===== config.mk =====
export PLATFORM = sky130hd
export DESIGN_NAME = alu_op_decoder
export DESIGN_NICKNAME = d
export VERILOG_FILES = /design/src/rtl/alu_op_decoder.sv
export SDC_FILE = /design/constraint.sdc
export NUM_CORES = 1
export LEC_CHECK = 0
export BUFFER_PORTS_ARGS = -buffer_cell sky130_fd_sc_hd__buf_2
export CAP_MARGIN = 0
export CORE_MARGIN = 2
export CORE_UTILIZATION = 40
export CTS_CLUSTER_SIZE = 16
export DETAILED_ROUTE_END_ITERATION = 12
export PLACE_DENSITY_LB_ADDON = 0.3
export SKIP_CTS_REPAIR_TIMING = 1
export SLEW_MARGIN = 10
export SYNTH_ARGS = -nofsm -noshare
export SYNTH_HDL_FRONTEND = slang
export SYNTH_SLANG_ARGS = --single-unit

===== constraint.sdc =====
create_clock -name clk -period 6.54 [get_ports clk]
set_input_delay 1.308 -clock clk [delete_from_list [all_inputs] [get_ports clk]]
set_output_delay 1.308 -clock clk [all_outputs]
set_load 0.01 [all_outputs]

===== src/rtl/alu_op_decoder.sv =====
// alu_op_decoder
//
// Pipelined decode stage for RV32I/M ALU instructions. Each accepted
// instruction word is decoded into a 13-bit one-hot ALU op, register
// indices and an I-type immediate, then held in a two-entry skid buffer
// so that in_ready can be a plain flop while still sustaining one word
// per cycle.
//
// Ports:
//   clk, rst_n            clock, synchronous active-low reset
//   in_valid/in_ready     upstream handshake, in_instr is the raw word
//   out_valid/out_ready   downstream handshake for the decoded fields
//   out_op                one-hot op (0 ADD .. 12 MULHU), zero if illegal
//   out_rd/rs1/rs2        register indices taken straight from the word
//   out_imm, out_use_imm  immediate and in2 select (1 = immediate)
//   out_illegal           word is not a supported ALU encoding
//   illegal_cnt           saturating count of accepted illegal words
//
// Handshake rule (both sides): a transfer happens on a rising edge where
// valid and ready are both 1. A producer holding valid keeps its data
// stable until that edge; ready never depends combinationally on the
// other side's valid/ready.
//
// The FSM state is kept in the named signal `state` so checkers can bind
// to it directly.

module alu_op_decoder (
    input  logic        clk,
    input  logic        rst_n,
    input  logic        in_valid,
    output logic        in_ready,
    input  logic [31:0] in_instr,
    output logic        out_valid,
    input  logic        out_ready,
    output logic [12:0] out_op,
    output logic [4:0]  out_rd,
    output logic [4:0]  out_rs1,
    output logic [4:0]  out_rs2,
    output logic [31:0] out_imm,
    output logic        out_use_imm,
    output logic        out_illegal,
    output logic [15:0] illegal_cnt
);

    localparam logic [3:0] OP_ADD   = 4'd0;
    localparam logic [3:0] OP_SUB   = 4'd1;
    localparam logic [3:0] OP_AND   = 4'd2;
    localparam logic [3:0] OP_OR    = 4'd3;
    localparam logic [3:0] OP_XOR   = 4'd4;
    localparam logic [3:0] OP_SLL   = 4'd5;
    localparam logic [3:0] OP_SRL   = 4'd6;
    localparam logic [3:0] OP_SRA   = 4'd7;
    localparam logic [3:0] OP_SLT   = 4'd8;
    localparam logic [3:0] OP_SLTU  = 4'd9;
    localparam logic [3:0] OP_MUL   = 4'd10;
    localparam logic [3:0] OP_MULH  = 4'd11;
    localparam logic [3:0] OP_MULHU = 4'd12;

    localparam logic [6:0] OPC_R = 7'b0110011;
    localparam logic [6:0] OPC_I = 7'b0010011;

    typedef struct packed {
        logic [12:0] op;
        logic [4:0]  rd;
        logic [4:0]  rs1;
        logic [4:0]  rs2;
        logic [31:0] imm;
        logic        use_imm;
        logic        illegal;
    } dec_t;

    typedef enum logic [1:0] {
        S_EMPTY = 2'd0,
        S_ONE   = 2'd1,
        S_TWO   = 2'd2
    } state_t;

    state_t state;
    dec_t   main_q;
    dec_t   skid_q;
    dec_t   dec;

    logic [6:0] opcode;
    logic [2:0] funct3;
    logic [6:0] funct7;
    logic [3:0] op_idx;
    logic       legal;
    logic       accept;
    logic       pop;

    assign opcode = in_instr[6:0];
    assign funct3 = in_instr[14:12];
    assign funct7 = in_instr[31:25];

    // Combinational decode of the incoming word.
    always_comb begin
        op_idx      = OP_ADD;
        legal       = 1'b0;
        dec         = '0;
        dec.rd      = in_instr[11:7];
        dec.rs1     = in_instr[19:15];
        dec.rs2     = in_instr[24:20];

        case (opcode)
            OPC_R: begin
                case (funct7)
                    7'b0000000: begin
                        legal = 1'b1;
                        case (funct3)
                            3'b000:  op_idx = OP_ADD;
                            3'b001:  op_idx = OP_SLL;
                            3'b010:  op_idx = OP_SLT;
                            3'b011:  op_idx = OP_SLTU;
                            3'b100:  op_idx = OP_XOR;
                            3'b101:  op_idx = OP_SRL;
                            3'b110:  op_idx = OP_OR;
                            default: op_idx = OP_AND;
                        endcase
                    end
                    7'b0100000: begin
                        if (funct3 == 3'b000) begin
                            legal  = 1'b1;
                            op_idx = OP_SUB;
                        end else if (funct3 == 3'b101) begin
                            legal  = 1'b1;
                            op_idx = OP_SRA;
                        end
                    end
                    7'b0000001: begin
                        if (funct3 == 3'b000) begin
                            legal  = 1'b1;
                            op_idx = OP_MUL;
                        end else if (funct3 == 3'b001) begin
                            legal  = 1'b1;
                            op_idx = OP_MULH;
                        end else if (funct3 == 3'b011) begin
                            legal  = 1'b1;
                            op_idx = OP_MULHU;
                        end
                    end
                    default: legal = 1'b0;
                endcase
            end
            OPC_I: begin
                dec.use_imm = 1'b1;
                dec.imm     = {{20{in_instr[31]}}, in_instr[31:20]};
                case (funct3)
                    3'b000: begin legal = 1'b1; op_idx = OP_ADD;  end
                    3'b010: begin legal = 1'b1; op_idx = OP_SLT;  end
                    3'b011: begin legal = 1'b1; op_idx = OP_SLTU; end
                    3'b100: begin legal = 1'b1; op_idx = OP_XOR;  end
                    3'b110: begin legal = 1'b1; op_idx = OP_OR;   end
                    3'b111: begin legal = 1'b1; op_idx = OP_AND;  end
                    3'b001: begin
                        // Shifts carry shamt in imm[4:0]; imm[11:5] picks the kind.
                        dec.imm = {27'b0, in_instr[24:20]};
                        if (funct7 == 7'b0000000) begin
                            legal  = 1'b1;
                            op_idx = OP_SLL;
                        end
                    end
                    default: begin
                        dec.imm = {27'b0, in_instr[24:20]};
                        if (funct7 == 7'b0000000) begin
                            legal  = 1'b1;
                            op_idx = OP_SRL;
                        end else if (funct7 == 7'b0100000) begin
                            legal  = 1'b1;
                            op_idx = OP_SRA;
                        end
                    end
                endcase
            end
            default: legal = 1'b0;
        endcase

        // Illegal words keep only their index fields.
        if (legal) begin
            dec.op = 13'd1 << op_idx;
        end else begin
            dec.op      = '0;
            dec.imm     = '0;
            dec.use_imm = 1'b0;
        end
        dec.illegal = ~legal;
    end

    assign accept = in_valid && in_ready;
    assign pop    = out_valid && out_ready;

    // Skid-buffer FSM. in_ready and out_valid are registered from the
    // next state, so in_ready never sees out_ready combinationally.
    always_ff @(posedge clk) begin
        if (!rst_n) begin
            state       <= S_EMPTY;
            main_q      <= '0;
            skid_q      <= '0;
            out_valid   <= 1'b0;
            in_ready    <= 1'b1;
            illegal_cnt <= '0;
        end else begin
            if (accept && dec.illegal && (illegal_cnt != 16'hFFFF)) begin
                illegal_cnt <= illegal_cnt + 16'd1;
            end

            case (state)
                S_EMPTY: begin
                    if (accept) begin
                        main_q    <= dec;
                        state     <= S_ONE;
                        out_valid <= 1'b1;
                        in_ready  <= 1'b1;
                    end
                end
                S_ONE: begin
                    if (accept && pop) begin
                        main_q <= dec;
                    end else if (accept) begin
                        // Main is stalled: park the new word in the skid slot.
                        skid_q   <= dec;
                        state    <= S_TWO;
                        in_ready <= 1'b0;
                    end else if (pop) begin
                        state     <= S_EMPTY;
                        out_valid <= 1'b0;
                    end
                end
                S_TWO: begin
                    // in_ready is 0 here, so only a pop can happen.
                    if (pop) begin
                        main_q   <= skid_q;
                        state    <= S_ONE;
                        in_ready <= 1'b1;
                    end
                end
                default: begin
                    state     <= S_EMPTY;
                    out_valid <= 1'b0;
                    in_ready  <= 1'b1;
                end
            endcase
        end
    end

    assign out_op      = main_q.op;
    assign out_rd      = main_q.rd;
    assign out_rs1     = main_q.rs1;
    assign out_rs2     = main_q.rs2;
    assign out_imm     = main_q.imm;
    assign out_use_imm = main_q.use_imm;
    assign out_illegal = main_q.illegal;

endmodule


==> metrics.md <==
| Metric | Value |
|---|---|
| Status | complete, no violations |
| Vias in the first global route | approximately 4,200 |
| Post-synth design cell area | around 4900 sq um |
| Synth Net Count | ~640 |
| Total CTS buffers | 9 |
| DIE AREA | 13,080 sq um |
| Power Density | between 200 and 300 nW/um^2 |
| Synth Flop Type | dfxtp_1 |
| FMAX | around 270 MHz |
| Remaining antenna violation count | 0 |
| Avg Vias per Cell | ~5.7 |
| Crit Path Category | in2reg |
| Critical path origin | in_instr[3] |
| Count of state elements after synthesis | around 100 |
| Final setup viols | 0 |
| Reg2Reg Depth | 5 |
| Number of diodes | 0 |
| First-pass GRT wire length | 20,620 um |
| Area grow syn2layout | 16.75% |
| Row count | 40 |
| Fin crit period | 3.723 ns |
| Total Neg Setup Slack | 0 ns |
| CTS Buffer Depth | 2 |
| Core ar. | about 12,000 sq um |
| Metal-1 WL | roughly 5800 um |
| Placer Congestion | between 0.8 and 0.9 |
| Crit Path Max Fanout | 11 |
| Final core utilization | 47.54% |
| Met2 routed WL | about 5900 um |
| Nets | approximately 710 |
| Post-synth EDFFs | 0 |
| Maximum vdd drop | around 130 uV |
| Highest-count cells in the layout ignoring fill and taps | 115 x buf_2, 104 x dfxtp_1, 94 x nand2_1 |
| Root Driver | clkbuf_16 |
| Initial Util | between 40% and 50% |
| Slew @ Worst Pin | between 1 and 1.5 ns |
| Startpoint types | primary input |
| Cells after Synth | 606 |
| DRC violations left | 0 |
| HPWL Detailed | ~8600 um |
| Most common cell after layout, fill and taps aside | buf_2 |
| Largest net degree at the start of global routing | 50 |
| Fraction of registers with async set/reset | 0% |
| Clk_skew | just under 0.008 ns |
| Sequential share of the synthesized area | between 40% and 50% |
| Insertion delay to the later sink of the worst-skew pair | 0.35 ns |
| Max-cap violations | 0 |
| YS warnings | 0 |
| Met3 wire length | 796 um |
| GR Overflow Total | 0 |
| Worst R2R Start | state[0]$_SDFFE_PN0P_ |
| Total Wirelength | about 13,000 um |
| Reg clk slew, reported paths | around 0.080 ns |
| Die width | approximately 110 um |
| CP endpoint kind | register |
| Worst Hold Launch | skid_q[38]$_SDFFE_PN0P_ |
| # IOs | ~120 |
| Leak Pwr | roughly 2.2 nW |
| Synth unique cells | between 60 and 70 |
| WP data arrival | 3.99 ns |
| Min-Delay Path Class | reg2reg |
| CTS tree | yes |
| Final critical-path share of the clock period | between 50% and 60% |
| RSZ-0062 raised after global routing | no |
| Initial antenna violation count | 0 |
| WHS Path Cells | 2 |
| GRT Resource Usage Total | around a fifth |
| CTS sink cnt | 104 |
| Die height | 114.4 um |
| Avg WL per Cell | 15.44 um |
| DR vias | approximately 4,700 |
| Max-slew headroom | around 15% |
| Max Transition Viols Final | 0 |
| Top Layer Used | met4 |
| Iteration-0 DRC count of the detailed router | approximately 390 |
| First-pass iteration count of the detailed router | 5 |
| Layout cells sized above 1 | a little over a fifth |
| CP Data Required Time | a little under 7 ns |
| H-Tree Depth | 3 |
| Final hold vios | 0 |
| PortBufs | between 100 and 150 |
| Avg Cell Area, Syn | between 8 and 9 sq um |
==> logic make-up after synthesis <==
logic type	count (synthesis)	synth area share (%)
compound gates	187	25.69
mux	2	0.4110
buf+inv	69	6.858
simple gates	238	23.14
flops	104	42.74
fa+ha+maj	1	0.2568
xor+xnor	5	0.8990
==> sequential cells by signal (all words and copies together), names as in the netlist <==
| signal | flops |
|---|---|
| out_illegal | 1 |
| out_rs2 | 5 |
| out_op | 13 |
| skid_q | 42 |
| state | 2 |
| out_imm | 12 |
| out_rs1 | 5 |
| out_valid | 1 |
| illegal_cnt | 16 |
| out_use_imm | 1 |
| out_rd | 5 |
| in_ready | 1 |
==> per-stage QoR <==
step	power, mW	instance area, sq um	hold slack, ns	cells	setup slack [ns]
5_1_grt	1.674	5687	0.4803	827	2.644
2_1_floorplan	0.9583	4871	0.4320	606	3.078
3_5_place_dp	1.058	5375	0.4460	811	2.439
3_3_place_gp	1.051	5375	0.4392	811	2.574
4_1_cts	1.607	5687	0.4579	827	2.803
6_report	1.594	5687	0.4567	827	2.817
==> final timing paths <==
| check | endpoint | slack [ns] |
|---|---|---|
| setup / recovery | out_op[11]$_SDFFE_PN0P_ | 2.82 |
| hold / removal | skid_q[38]$_SDFFE_PN0P_ | 0.46 |
| setup reg to reg | skid_q[56]$_SDFFE_PN0P_ | 3.61 |
| hold reg to reg | skid_q[38]$_SDFFE_PN0P_ | 0.46 |
==> cells in the mapped netlist (2+ instances only) <==
master	count	area [sq um]
nand4_1	8	50.05
o211ai_1	4	30.03
a311oi_1	16	140.1
a221oi_1	5	43.79
mux2i_1	2	20.02
dfxtp_1	104	2082
or3_1	5	31.28
o31ai_1	13	97.59
xor2_1	4	35.03
a211oi_1	9	67.56
nor3_1	14	70.07
a21boi_0	4	30.03
nor3b_1	3	22.52
nor4_1	2	12.51
o21ai_0	29	145.1
a21o_1	4	30.03
buf_4	20	150.1
a21oi_1	60	300.3
or4_1	6	45.04
a211o_1	2	17.52
nor2_1	50	187.7
nand2_1	94	352.8
a31oi_1	2	12.51
a22o_1	6	52.55
nor2b_1	3	18.77
nand3_1	25	125.1
o21bai_1	2	15.01
clkbuf_1	44	165.2
and4_1	2	17.52
a22oi_1	12	90.09
nand3b_1	5	37.54
nand2b_1	11	68.82
and2_1	2	12.51
o41ai_1	4	35.03
inv_1	4	15.01
==> worst max-delay path, cell delays in order <==
cell and delay [ns]:
buf_2 0.09, nor4bb_1 0.34, nand3b_1 0.44, a2111oi_2 0.62
a21oi_1 0.33, or4b_1 0.62, a211oi_2 0.24
==> metal layers <==
| metal | track usage (%) | vias up |
|---|---|---|
| met5 | 0 | - |
| met4 | 5.366 | 0 |
| met3 | 4.500 | 14 |
| met2 | 31.79 | 169 |
| met1 | 25.66 | 2199 |
| li1 | - | 2317 |
==> power breakdown <==
part / internal, mW / leakage (nW) / switching, mW
Clock: 0.275 / 0.151 / 0.276
Sequential: 0.685 / 0.847 / 0.0366
Combinational: 0.119 / 1.24 / 0.203
==> area by class of cell <==
class	instances	area [sq um]
clock buffer	9	225.2
clock inverter	7	86.33
inverter	5	18.77
multi-input combinational	433	2462
sequential	104	2082
timing repair buffer	122	628.1
tap	147	183.9
fill	1170	6275
(Power assumes the default switching activity.)
